<file path="src/rtl/axil_master_pkg.sv">
// Shared types and constants for the Garnet configuration AXI4-lite master.
package axil_master_pkg;

  localparam logic [2:0] ST_IDLE  = 3'd0;
  localparam logic [2:0] ST_WADDR = 3'd1;
  localparam logic [2:0] ST_WRESP = 3'd2;
  localparam logic [2:0] ST_RADDR = 3'd3;
  localparam logic [2:0] ST_RDATA = 3'd4;
  localparam logic [2:0] ST_RESP  = 3'd5;

  localparam logic [1:0] AXI_RESP_OKAY   = 2'b00;
  localparam logic [1:0] AXI_RESP_SLVERR = 2'b10;

  // Command fields are sized for the widest supported bus and sliced down by the master.
  localparam int CMD_ADDR_MAX = 32;
  localparam int CMD_DATA_MAX = 64;

  typedef struct packed {
    logic                    write;
    logic [CMD_ADDR_MAX-1:0] addr;
    logic [CMD_DATA_MAX-1:0] data;
  } cmd_t;

endpackage

</file>
<file path="src/rtl/axil_watchdog.sv">
// Transaction watchdog: preset on command accept, counts busy cycles, flags expiry.
module axil_watchdog #(
  parameter int TIMEOUT_CYCLES = 1024
) (
  input  logic clk,
  input  logic reset,
  input  logic load,
  input  logic enable,
  output logic expire
);

  localparam int CW = $clog2(TIMEOUT_CYCLES);
  localparam logic [CW-1:0] LAST = CW'(TIMEOUT_CYCLES - 1);

  logic [CW-1:0] count_q, count_d;

  assign expire = enable && (count_q == LAST);

  // The accept cycle is the first tick, so expiry lands TIMEOUT_CYCLES after accept.
  always_comb begin
    count_d = count_q;
    if (load)
      count_d = CW'(1);
    else if (enable && !expire)
      count_d = count_q + 1'b1;
  end

  always_ff @(posedge clk) begin
    if (reset)
      count_q <= '0;
    else
      count_q <= count_d;
  end

endmodule

</file>
<file path="src/rtl/axil_cfg_master.sv">
// Single-outstanding AXI4-lite master turning register commands into bus transactions.
module axil_cfg_master
  import axil_master_pkg::*;
#(
  parameter int ADDR_WIDTH     = 13,
  parameter int DATA_WIDTH     = 32,
  parameter int TIMEOUT_CYCLES = 1024
) (
  input  logic                  clk,
  input  logic                  reset,
  input  logic                  cmd_valid,
  output logic                  cmd_ready,
  input  logic                  cmd_write,
  input  logic [ADDR_WIDTH-1:0] cmd_addr,
  input  logic [DATA_WIDTH-1:0] cmd_data,
  output logic                  rsp_valid,
  input  logic                  rsp_ready,
  output logic [DATA_WIDTH-1:0] rsp_data,
  output logic [1:0]            rsp_resp,
  output logic                  rsp_timeout,
  output logic [ADDR_WIDTH-1:0] awaddr,
  output logic                  awvalid,
  input  logic                  awready,
  output logic [DATA_WIDTH-1:0] wdata,
  output logic                  wvalid,
  input  logic                  wready,
  input  logic [1:0]            bresp,
  input  logic                  bvalid,
  output logic                  bready,
  output logic [ADDR_WIDTH-1:0] araddr,
  output logic                  arvalid,
  input  logic                  arready,
  input  logic [DATA_WIDTH-1:0] rdata,
  input  logic [1:0]            rresp,
  input  logic                  rvalid,
  output logic                  rready
);

  logic [2:0]            state_q, state_d;
  cmd_t                  cmd_q, cmd_d;
  logic                  cmd_ready_q, cmd_ready_d;
  logic                  awvalid_q, awvalid_d;
  logic                  wvalid_q, wvalid_d;
  logic                  bready_q, bready_d;
  logic                  arvalid_q, arvalid_d;
  logic                  rready_q, rready_d;
  logic                  rsp_valid_q, rsp_valid_d;
  logic [DATA_WIDTH-1:0] rsp_data_q, rsp_data_d;
  logic [1:0]            rsp_resp_q, rsp_resp_d;
  logic                  rsp_timeout_q, rsp_timeout_d;
  logic                  wd_load, wd_enable, wd_expire, complete;
  logic                  unused_cmd;

  assign wd_enable = (state_q == ST_WADDR) || (state_q == ST_WRESP) ||
                     (state_q == ST_RADDR) || (state_q == ST_RDATA);

  axil_watchdog #(.TIMEOUT_CYCLES(TIMEOUT_CYCLES)) u_watchdog (
    .clk    (clk),
    .reset  (reset),
    .load   (wd_load),
    .enable (wd_enable),
    .expire (wd_expire)
  );

  always_comb begin
    state_d       = state_q;
    cmd_d         = cmd_q;
    cmd_ready_d   = cmd_ready_q;
    awvalid_d     = awvalid_q;
    wvalid_d      = wvalid_q;
    bready_d      = bready_q;
    arvalid_d     = arvalid_q;
    rready_d      = rready_q;
    rsp_valid_d   = rsp_valid_q;
    rsp_data_d    = rsp_data_q;
    rsp_resp_d    = rsp_resp_q;
    rsp_timeout_d = rsp_timeout_q;
    wd_load       = 1'b0;
    complete      = 1'b0;
    case (state_q)
      ST_IDLE: begin
        if (cmd_valid && cmd_ready_q) begin
          cmd_d.write = cmd_write;
          cmd_d.addr  = CMD_ADDR_MAX'(cmd_addr);
          cmd_d.data  = CMD_DATA_MAX'(cmd_data);
          cmd_ready_d = 1'b0;
          wd_load     = 1'b1;
          if (cmd_write) begin
            state_d   = ST_WADDR;
            awvalid_d = 1'b1;
            wvalid_d  = 1'b1;
          end else begin
            state_d   = ST_RADDR;
            arvalid_d = 1'b1;
          end
        end
      end
      // AW and W retire independently; B is only requested once both have gone.
      ST_WADDR: begin
        if (awvalid_q && awready) awvalid_d = 1'b0;
        if (wvalid_q && wready)   wvalid_d  = 1'b0;
        if (!awvalid_d && !wvalid_d) begin
          bready_d = 1'b1;
          state_d  = ST_WRESP;
        end
      end
      ST_WRESP: begin
        if (bvalid) begin
          complete      = 1'b1;
          bready_d      = 1'b0;
          rsp_valid_d   = 1'b1;
          rsp_resp_d    = bresp;
          rsp_data_d    = '0;
          rsp_timeout_d = 1'b0;
          state_d       = ST_RESP;
        end
      end
      ST_RADDR: begin
        if (arready) begin
          arvalid_d = 1'b0;
          rready_d  = 1'b1;
          state_d   = ST_RDATA;
        end
      end
      ST_RDATA: begin
        if (rvalid) begin
          complete      = 1'b1;
          rready_d      = 1'b0;
          rsp_valid_d   = 1'b1;
          rsp_resp_d    = rresp;
          rsp_data_d    = rdata;
          rsp_timeout_d = 1'b0;
          state_d       = ST_RESP;
        end
      end
      ST_RESP: begin
        if (rsp_ready) begin
          rsp_valid_d = 1'b0;
          cmd_ready_d = 1'b1;
          state_d     = ST_IDLE;
        end
      end
      default: begin
        state_d     = ST_IDLE;
        cmd_ready_d = 1'b1;
        awvalid_d   = 1'b0;
        wvalid_d    = 1'b0;
        bready_d    = 1'b0;
        arvalid_d   = 1'b0;
        rready_d    = 1'b0;
        rsp_valid_d = 1'b0;
      end
    endcase
    // A slave answer in the expiry cycle takes precedence over the forced error.
    if (wd_expire && !complete) begin
      awvalid_d     = 1'b0;
      wvalid_d      = 1'b0;
      bready_d      = 1'b0;
      arvalid_d     = 1'b0;
      rready_d      = 1'b0;
      rsp_valid_d   = 1'b1;
      rsp_resp_d    = AXI_RESP_SLVERR;
      rsp_data_d    = '0;
      rsp_timeout_d = 1'b1;
      state_d       = ST_RESP;
    end
  end

  always_ff @(posedge clk) begin
    if (reset) begin
      state_q       <= ST_IDLE;
      cmd_ready_q   <= 1'b1;
      awvalid_q     <= 1'b0;
      wvalid_q      <= 1'b0;
      bready_q      <= 1'b0;
      arvalid_q     <= 1'b0;
      rready_q      <= 1'b0;
      rsp_valid_q   <= 1'b0;
      rsp_data_q    <= '0;
      rsp_resp_q    <= '0;
      rsp_timeout_q <= 1'b0;
    end else begin
      state_q       <= state_d;
      cmd_ready_q   <= cmd_ready_d;
      awvalid_q     <= awvalid_d;
      wvalid_q      <= wvalid_d;
      bready_q      <= bready_d;
      arvalid_q     <= arvalid_d;
      rready_q      <= rready_d;
      rsp_valid_q   <= rsp_valid_d;
      rsp_data_q    <= rsp_data_d;
      rsp_resp_q    <= rsp_resp_d;
      rsp_timeout_q <= rsp_timeout_d;
    end
  end

  // Latched command is pure datapath and needs no reset.
  always_ff @(posedge clk) begin
    cmd_q <= cmd_d;
  end

  assign unused_cmd  = ^{cmd_q.write, cmd_q.addr, cmd_q.data};

  assign cmd_ready   = cmd_ready_q;
  assign awaddr      = cmd_q.addr[ADDR_WIDTH-1:0];
  assign araddr      = cmd_q.addr[ADDR_WIDTH-1:0];
  assign wdata       = cmd_q.data[DATA_WIDTH-1:0];
  assign awvalid     = awvalid_q;
  assign wvalid      = wvalid_q;
  assign bready      = bready_q;
  assign arvalid     = arvalid_q;
  assign rready      = rready_q;
  assign rsp_valid   = rsp_valid_q;
  assign rsp_data    = rsp_data_q;
  assign rsp_resp    = rsp_resp_q;
  assign rsp_timeout = rsp_timeout_q;

endmodule
</file>
<file path="config.mk">
export PLATFORM = sky130hd
export DESIGN_NAME = axil_cfg_master
export DESIGN_NICKNAME = d
export VERILOG_FILES = /design/src/rtl/axil_master_pkg.sv /design/src/rtl/axil_watchdog.sv /design/src/rtl/axil_cfg_master.sv
export SDC_FILE = /design/constraint.sdc
export NUM_CORES = 1
export LEC_CHECK = 0
export ABC_CLOCK_PERIOD_IN_PS = 5200
export BUFFER_PORTS_ARGS = -buffer_cell sky130_fd_sc_hd__buf_2
export CAP_MARGIN = 20
export CORE_ASPECT_RATIO = 0.6
export CORE_MARGIN = 3
export CORE_UTILIZATION = 43
export DETAILED_ROUTE_END_ITERATION = 6
export PLACE_DENSITY_LB_ADDON = 0.15
export SLEW_MARGIN = 0
export SYNTH_ARGS = -nofsm -noshare
export SYNTH_HDL_FRONTEND = slang
export SYNTH_SLANG_ARGS = --single-unit
export TNS_END_PERCENT = 100
</file>
<file path="constraint.sdc">
create_clock -name clk -period 5.2 [get_ports clk]
set_input_delay 0.52 -clock clk [delete_from_list [all_inputs] [get_ports clk]]
set_output_delay 0.52 -clock clk [all_outputs]
set_load 0.05 [all_outputs]
</file>
==> impl_results.md, run 1 <==
* CTS buffer count at 9
* Via count at about 3500
* Port Buf Inserts at between 150 and 200
* R2R Path Start: state_q[2]
* Hold_sp: cmd_data[13]
* Drt drc at 0
* Synth async-reset ratio at 0
* Full die area at ~11000 µm²
* Ports at about 190
* Vias/cell at 5.22
* H-Tree Depth at 3
* Initial drt markers at 275
* GRT overflow at 0
* Area grow syn2layout at 29.4%
* Number of synthesized flops with an enable pin at 45
* Register area share after synthesis at 0.593
* Chip height at around 80 µm
* Unique masters post-synth at between 50 and 60
* Clock Pin Slew Worst Setup and Hold Paths at 0.07 ns
* Worst setup path category: flop to flop
* RR Endpoint: rsp_data[14]
* Max Fclk at 376 MHz
* Layout cells sized above 1 at 0.406
* Core area at between 9000 and 10000 µm²
* Warnings from Yosys at 0
* Area contributors post-synth: edfxtp_1 33%, dfxtp_1 27%, a211oi_1 6.5%
* Primary FF master, synth: dfxtp_1
* # nets final at approximately 630
* Hold path cells at 1
* Cts hold-fix bufs at 0
* CTS root buf: clkbuf_16
* CP Max Fanout at 39
* Util after Layout at 0.578
* Fin worst setup slack at 2.54 ns
* Yosys reg bits at 100
* Synth area leader: edfxtp_1
* Row count at 27
* Routed wire length at 10.7 mm
* Worst Setup Start Kind: flop
* Post-CTS Resized at 0
* Endpoint class of the critical path: flop
* Post-CTS Setup Inserts at 0
* Synth top area share at 0.327
* Maxcap violations at 0
* Fin crit period at between 2 and 3 ns
* Relative slew slack at 0.378
* Synth Net Count at roughly 460
* Wire length per cell at 16.0 µm
* Global-route wire length before repair at between 15 and 20 mm
* Mapped Area at 4130 µm²
* Total leakage power at around 2.1 nW
* Worst slack, placed at between 2 and 3 ns
* Starting density of the core at 0.446
* Gr usage total at 0.190
* Most common cell in the netlist: dfxtp_1
* Sink Count at 100
* Pwr dens at around 510 nW/µm²
* Clock latency on the worst-skew pair at roughly 0.34 ns
* Detail Route Antenna Nets at 0
* Die Span X at approximately 130 µm
* Initial antenna violation count at 1
* Setup TNS at 0 ns
* R2R depth at 6
* Mapped Cells at about 370
* Final setup fails at 0
* Most frequent cells after synthesis: 55 x dfxtp_1, 45 x edfxtp_1, 41 x nand2_1
* Syn Area/Cell at ~11 µm²
* Hold WS at ~0.35 ns
* Hold Path Sink: wdata[13]
* Status: finished, final reports clean
* RSZ-0062 raised after global routing: false
* Final Hold Vio Count at 0
* Clock skew at between 0.007 and 0.008 ns
* Largest net degree at the start of global routing at 49
* Final GP Congestion at between 0.8 and 0.9
* Highest ir drop seen on vdd at slightly below 0.2 mV
* CTS Buffer Depth at 2
* Worst Path Arrival at between 2 and 3 ns
* Filler Cells Inserted at 827
* CP required at about 5.4 ns
* Vias in the first global route at 3013
* Final max-slew violation count at 0
* Period utilisation layout at 0.511
* HPWL Detailed at approximately 7.6 mm
* Worst hold path type: primary input to flop
* # diodes at 0
* Flop-to-flop setup slack at around 2.5 ns
* Worst-margin pin slew at between 0.9 and 1 ns
* CTS tree: yes
* Drt first pass iters at 4
==> flip-flops by register name, indices dropped and copies added, names as in the netlist, 2 cells and up <==
name and count:
state_q 3, araddr 13, rsp_data 32, rsp_resp 2, wdata 32, u_watchdog.count_q 10
==> layer usage <==
| layer | part of all wire | up-vias | GRT usage |
|---|---|---|---|
| met1 | 0.48 | 1620 | 0.282 |
| met4 | 0.0073 | 2 | 0.0436 |
| met5 | 0.0012 | - | 0 |
| met2 | 0.43 | 155 | 0.268 |
| met3 | 0.084 | 12 | 0.0600 |
| li1 | - | 1705 | - |
==> worst max-delay path by stage <==
stage          startpoint                    end  slack, ns  cells after the start
6_report       state_q[2]           rsp_data[14]       2.54                      6
5_1_grt        state_q[2]           rsp_data[14]       2.32                      6
4_1_cts        state_q[2]           rsp_data[14]       2.57                      6
3_5_place_dp   state_q[2]           rsp_data[14]       2.57                      6
3_3_place_gp   state_q[2]            rsp_resp[0]       2.66                      6
2_1_floorplan   cmd_ready  u_watchdog.count_q[2]       3.25                      5
==> cell families after synthesis <==
kind of cell             share of synthesized area
AND/OR/NAND/NOR                              0.164
flip-flops                                   0.593
AO/OA/AOI/OAI                                0.158
buffers and inverters                       0.0718
multiplexers                               0.00969
adder cells (fa/ha/maj)                    0.00303
==> layout make-up <==
type,count,area (µm²),share of cell area
Multi-Input combinational cell,223,1390,0.260
Clock inverter,4,53.8,0.0101
Tap cell,130,163,0.0304
Timing Repair Buffer,193,993,0.186
Inverter,7,26.3,0.00491
Clock buffer,12,268,0.0501
Sequential cell,100,2450,0.459
==> power by group <==
group	total (W)	switching [W]	internal (W)
clock network	0.000708	0.000289	0.000419
logic	0.000976	0.000738	0.000237
registers	0.00107	0.0000946	0.000971
==> cells in the final DEF (no fill, tap or decap), types with 2 or more instances in the layout <==
master,Yosys,layout
buf_2,12,190
dfxtp_1,55,55
edfxtp_1,45,45
nand2_1,41,41
nand3_1,37,37
a211oi_1,36,36
a21oi_1,18,18
clkbuf_16,0,10
inv_1,7,7
nand2b_1,7,7
a31oi_1,7,7
nor2_1,6,6
o31ai_1,5,5
o21ai_0,5,5
nor2b_1,4,4
or4_1,4,4
nor4_1,4,4
mux2i_1,4,4
or3_1,3,3
nor3_1,3,3
nand3b_1,2,2
and4_1,2,2
o21ai_1,2,2
nand4_1,2,2
o32a_1,2,2
buf_4,16,2
==> critical path, cell delays in order, from the launching register on <==
cell	delay [ns]
dfxtp_1	0.73
nor3b_4	0.28
buf_4	0.41
nor2b_1	0.23
o21a_1	0.32
buf_4	0.41
a211oi_1	0.09
==> metrics by stage <==
step | area (µm²) | std cells | total power, W
floorplan | 4130 | 372 | 0.00186
global placement | 5000 | 652 | 0.00203
detailed placement | 5000 | 652 | 0.00205
CTS | 5320 | 668 | 0.00275
global route | 5350 | 669 | 0.00288
finish | 5350 | 669 | 0.00275
No activity file was read; power rests on OpenSTA's default activity.
==> run 2, diff against run 1 <==
ABC_CLOCK_PERIOD_IN_PS = 2300   (was 5200)
CORE_UTILIZATION = 42   (was 43)
clock period = 2.3 ns   (was 5.2 ns; I/O delays follow)
==> run 2 against run 1 <==
Hold slack got worse by 0.29 ns. Combinational power increased by 140%. Flip-flop and latch count unchanged. Cell count grew 1.9%. Routed wire length grew 2.9%. Clock skew is essentially flat. Power increased by 120%. Register-to-register slack worse by 2.2 ns. Sequential share of layout area fell by 0.70 points. Sequential power grew 120%. Die area increased by 2.2%. Via count increased by 2.3%. Largest cell class unchanged.
==> impl_results.md, run 2 (synthesized netlist as in run 1, its figures left out) <==
* Initial drt markers at 246 (-11%)
* Status: finished, final reports clean
* Final setup fails at 0 (unchanged)
* Max Fclk at 514 MHz (+37%)
* CTS tree: yes
* CP Max Fanout at 16 (-59%)
* HPWL Detailed at 7.97 mm (+5.0%)
* Post-CTS Setup Inserts at 0 (unchanged)
* Via count at 3574 (+2.3%)
* # diodes at 0 (unchanged)
* Clock latency on the worst-skew pair at 0.34 ns (about the same)
* Worst-margin pin slew at 0.543 ns (-0.390 ns)
* Initial antenna violation count at 0 (-1)
* Fin crit period at 1.95 ns (-0.710 ns)
* Critical Path Max Stage Delay at 0.47 ns (-0.26 ns)
* Clock Pin Slew Worst Setup and Hold Paths at 0.07 ns (about the same)
* Layout cells sized above 1 at 0.420 (+0.0140)
* Final Hold Vio Count at 0 (unchanged)
* Leading cell type in the layout, fill and taps excluded: buf_2
* Gr usage total at 0.195 (+0.00535)
* Fin worst setup slack at 0.354 ns (-2.19 ns)
* Detail Route Antenna Nets at 0 (unchanged)
* Worst Path Arrival at 2.22 ns (-0.61 ns)
* Worst path slowest cell: or4_1
* Pwr dens at 1130 nW/µm² (+120%)
* Worst setup path category: flop to flop
* Worst path bufs/invs at 1 (-1)
* Chip height at 82.8 µm (+1.1%)
* Top Family by Delay on Critical Path: simple AND/OR/NAND/NOR gates
* CTS root buf: clkbuf_16
* Endpoint class of the critical path: flop
* Final GP Congestion at 0.809 (-2.5%)
* Port Buf Inserts at 190 (unchanged)
* Wire length per cell at 16.2 µm (+0.97%)
* Vias in the first global route at 3394 (+13%)
* Worst hold path type: primary input to flop
* Drt drc at 0 (unchanged)
* Total leakage power at 2.18 nW (+1.9%)
* Global-route wire length before repair at 17.5 mm (+7.8%)
* Die Span X at 134 µm (+1.1%)
* Final max-slew violation count at 0 (unchanged)
* Row count at 27 (unchanged)
* CP required at 2.57 ns (-2.80 ns)
* # nets final at 639 (+2.1%)
* Core area at 9360 µm² (+1.1%)
* Cts hold-fix bufs at 0 (unchanged)
* GRT overflow at 0 (unchanged)
* Util after Layout at 0.580 (+0.00257)
* Highest ir drop seen on vdd at 0.515 mV (+170%)
* Clock skew at 0.00762 ns (+0.000336 ns)
* Routed wire length at 11.0 mm (+2.9%)
* Worst slack, placed at 0.361 ns (-2.21 ns)
* CTS buffer count at 9 (unchanged)
* Sink Count at 100 (unchanged)
* Commonest cells after routing, fill and taps aside: 190 x buf_2, 55 x dfxtp_1, 45 x edfxtp_1, 41 x nand2_1, 37 x nand3_1
* Maxcap violations at 0 (unchanged)
* Area grow syn2layout at 31.4%
* Drt first pass iters at 5 (+1)
* Vias/cell at 5.24 (+0.34%)
* CTS Buffer Depth at 2 (unchanged)
* Starting density of the core at 0.442 (-0.00484)
* Full die area at 11100 µm² (+2.2%)
* H-Tree Depth at 3 (unchanged)
* Setup TNS at 0 ns (unchanged)
* Hold WS at 0.0639 ns (-0.289 ns)
* Ports at 191 (unchanged)
* Worst Setup Start Kind: flop
* Period utilisation layout at 0.846 (+0.335)
* Post-CTS Resized at 0 (unchanged)
* Relative slew slack at 0.638 (+0.260)
* Largest net degree at the start of global routing at 44 (-10%)
* Critical Path, Cell by Cell: buf_12 -> nor3b_4 -> o2111ai_2 -> or4_1 -> a21oi_1
* RSZ-0062 raised after global routing: false
run 2: path summary, 6_finish.rpt:
check	start	end	slack, ns	depth (start not counted)
setup / recovery	state_q[1]	u_watchdog.count_q[5]	0.35	5
setup reg to reg	state_q[1]	u_watchdog.count_q[5]	0.35	5
hold / removal	cmd_data[21]	wdata[21]	0.06	1
hold reg to reg	rsp_timeout	rsp_timeout	0.45	2
run 2: cell type report:
class                           count  area [µm²]
Timing Repair Buffer              206        1120
Multi-Input combinational cell    223        1390
Clock buffer                       10         229
Tap cell                          130         163
Fill cell                         848        3930
Sequential cell                   100        2450
Clock inverter                      6        47.5
Inverter                            7        26.3
run 2: power breakdown:
part	total, W	switching, W	internal (W)
logic	0.00238	0.00176	0.000617
clock network	0.00140	0.000657	0.000743
registers	0.00234	0.000142	0.00219
total	0.00612	0.00256	0.00355
run 2: routing by layer:
metal	vias to the layer above	part of all wire	GRT usage
met2	155	0.45	0.298
met3	15	0.079	0.0630
li1	1733	-	-
met1	1671	0.46	0.270
met4	0	0.014	0.0518
met5	-	0	0
run 2: worst register-to-register path: stages, from the launching register on:
cell and delay (ns):
dfxtp_1 0.43, buf_12 0.21, nor3b_4 0.35, o2111ai_2 0.28, or4_1 0.47, a21oi_1 0.15
run 2: through the flow:
step | power [W] | std cells | instance area, µm²
after floorplan | 0.00422 | 372 | 4130
after global placement | 0.00472 | 666 | 5150
after detailed placement | 0.00475 | 666 | 5150
after CTS | 0.00616 | 682 | 5430
after global routing | 0.00640 | 682 | 5430
final | 0.00612 | 682 | 5430
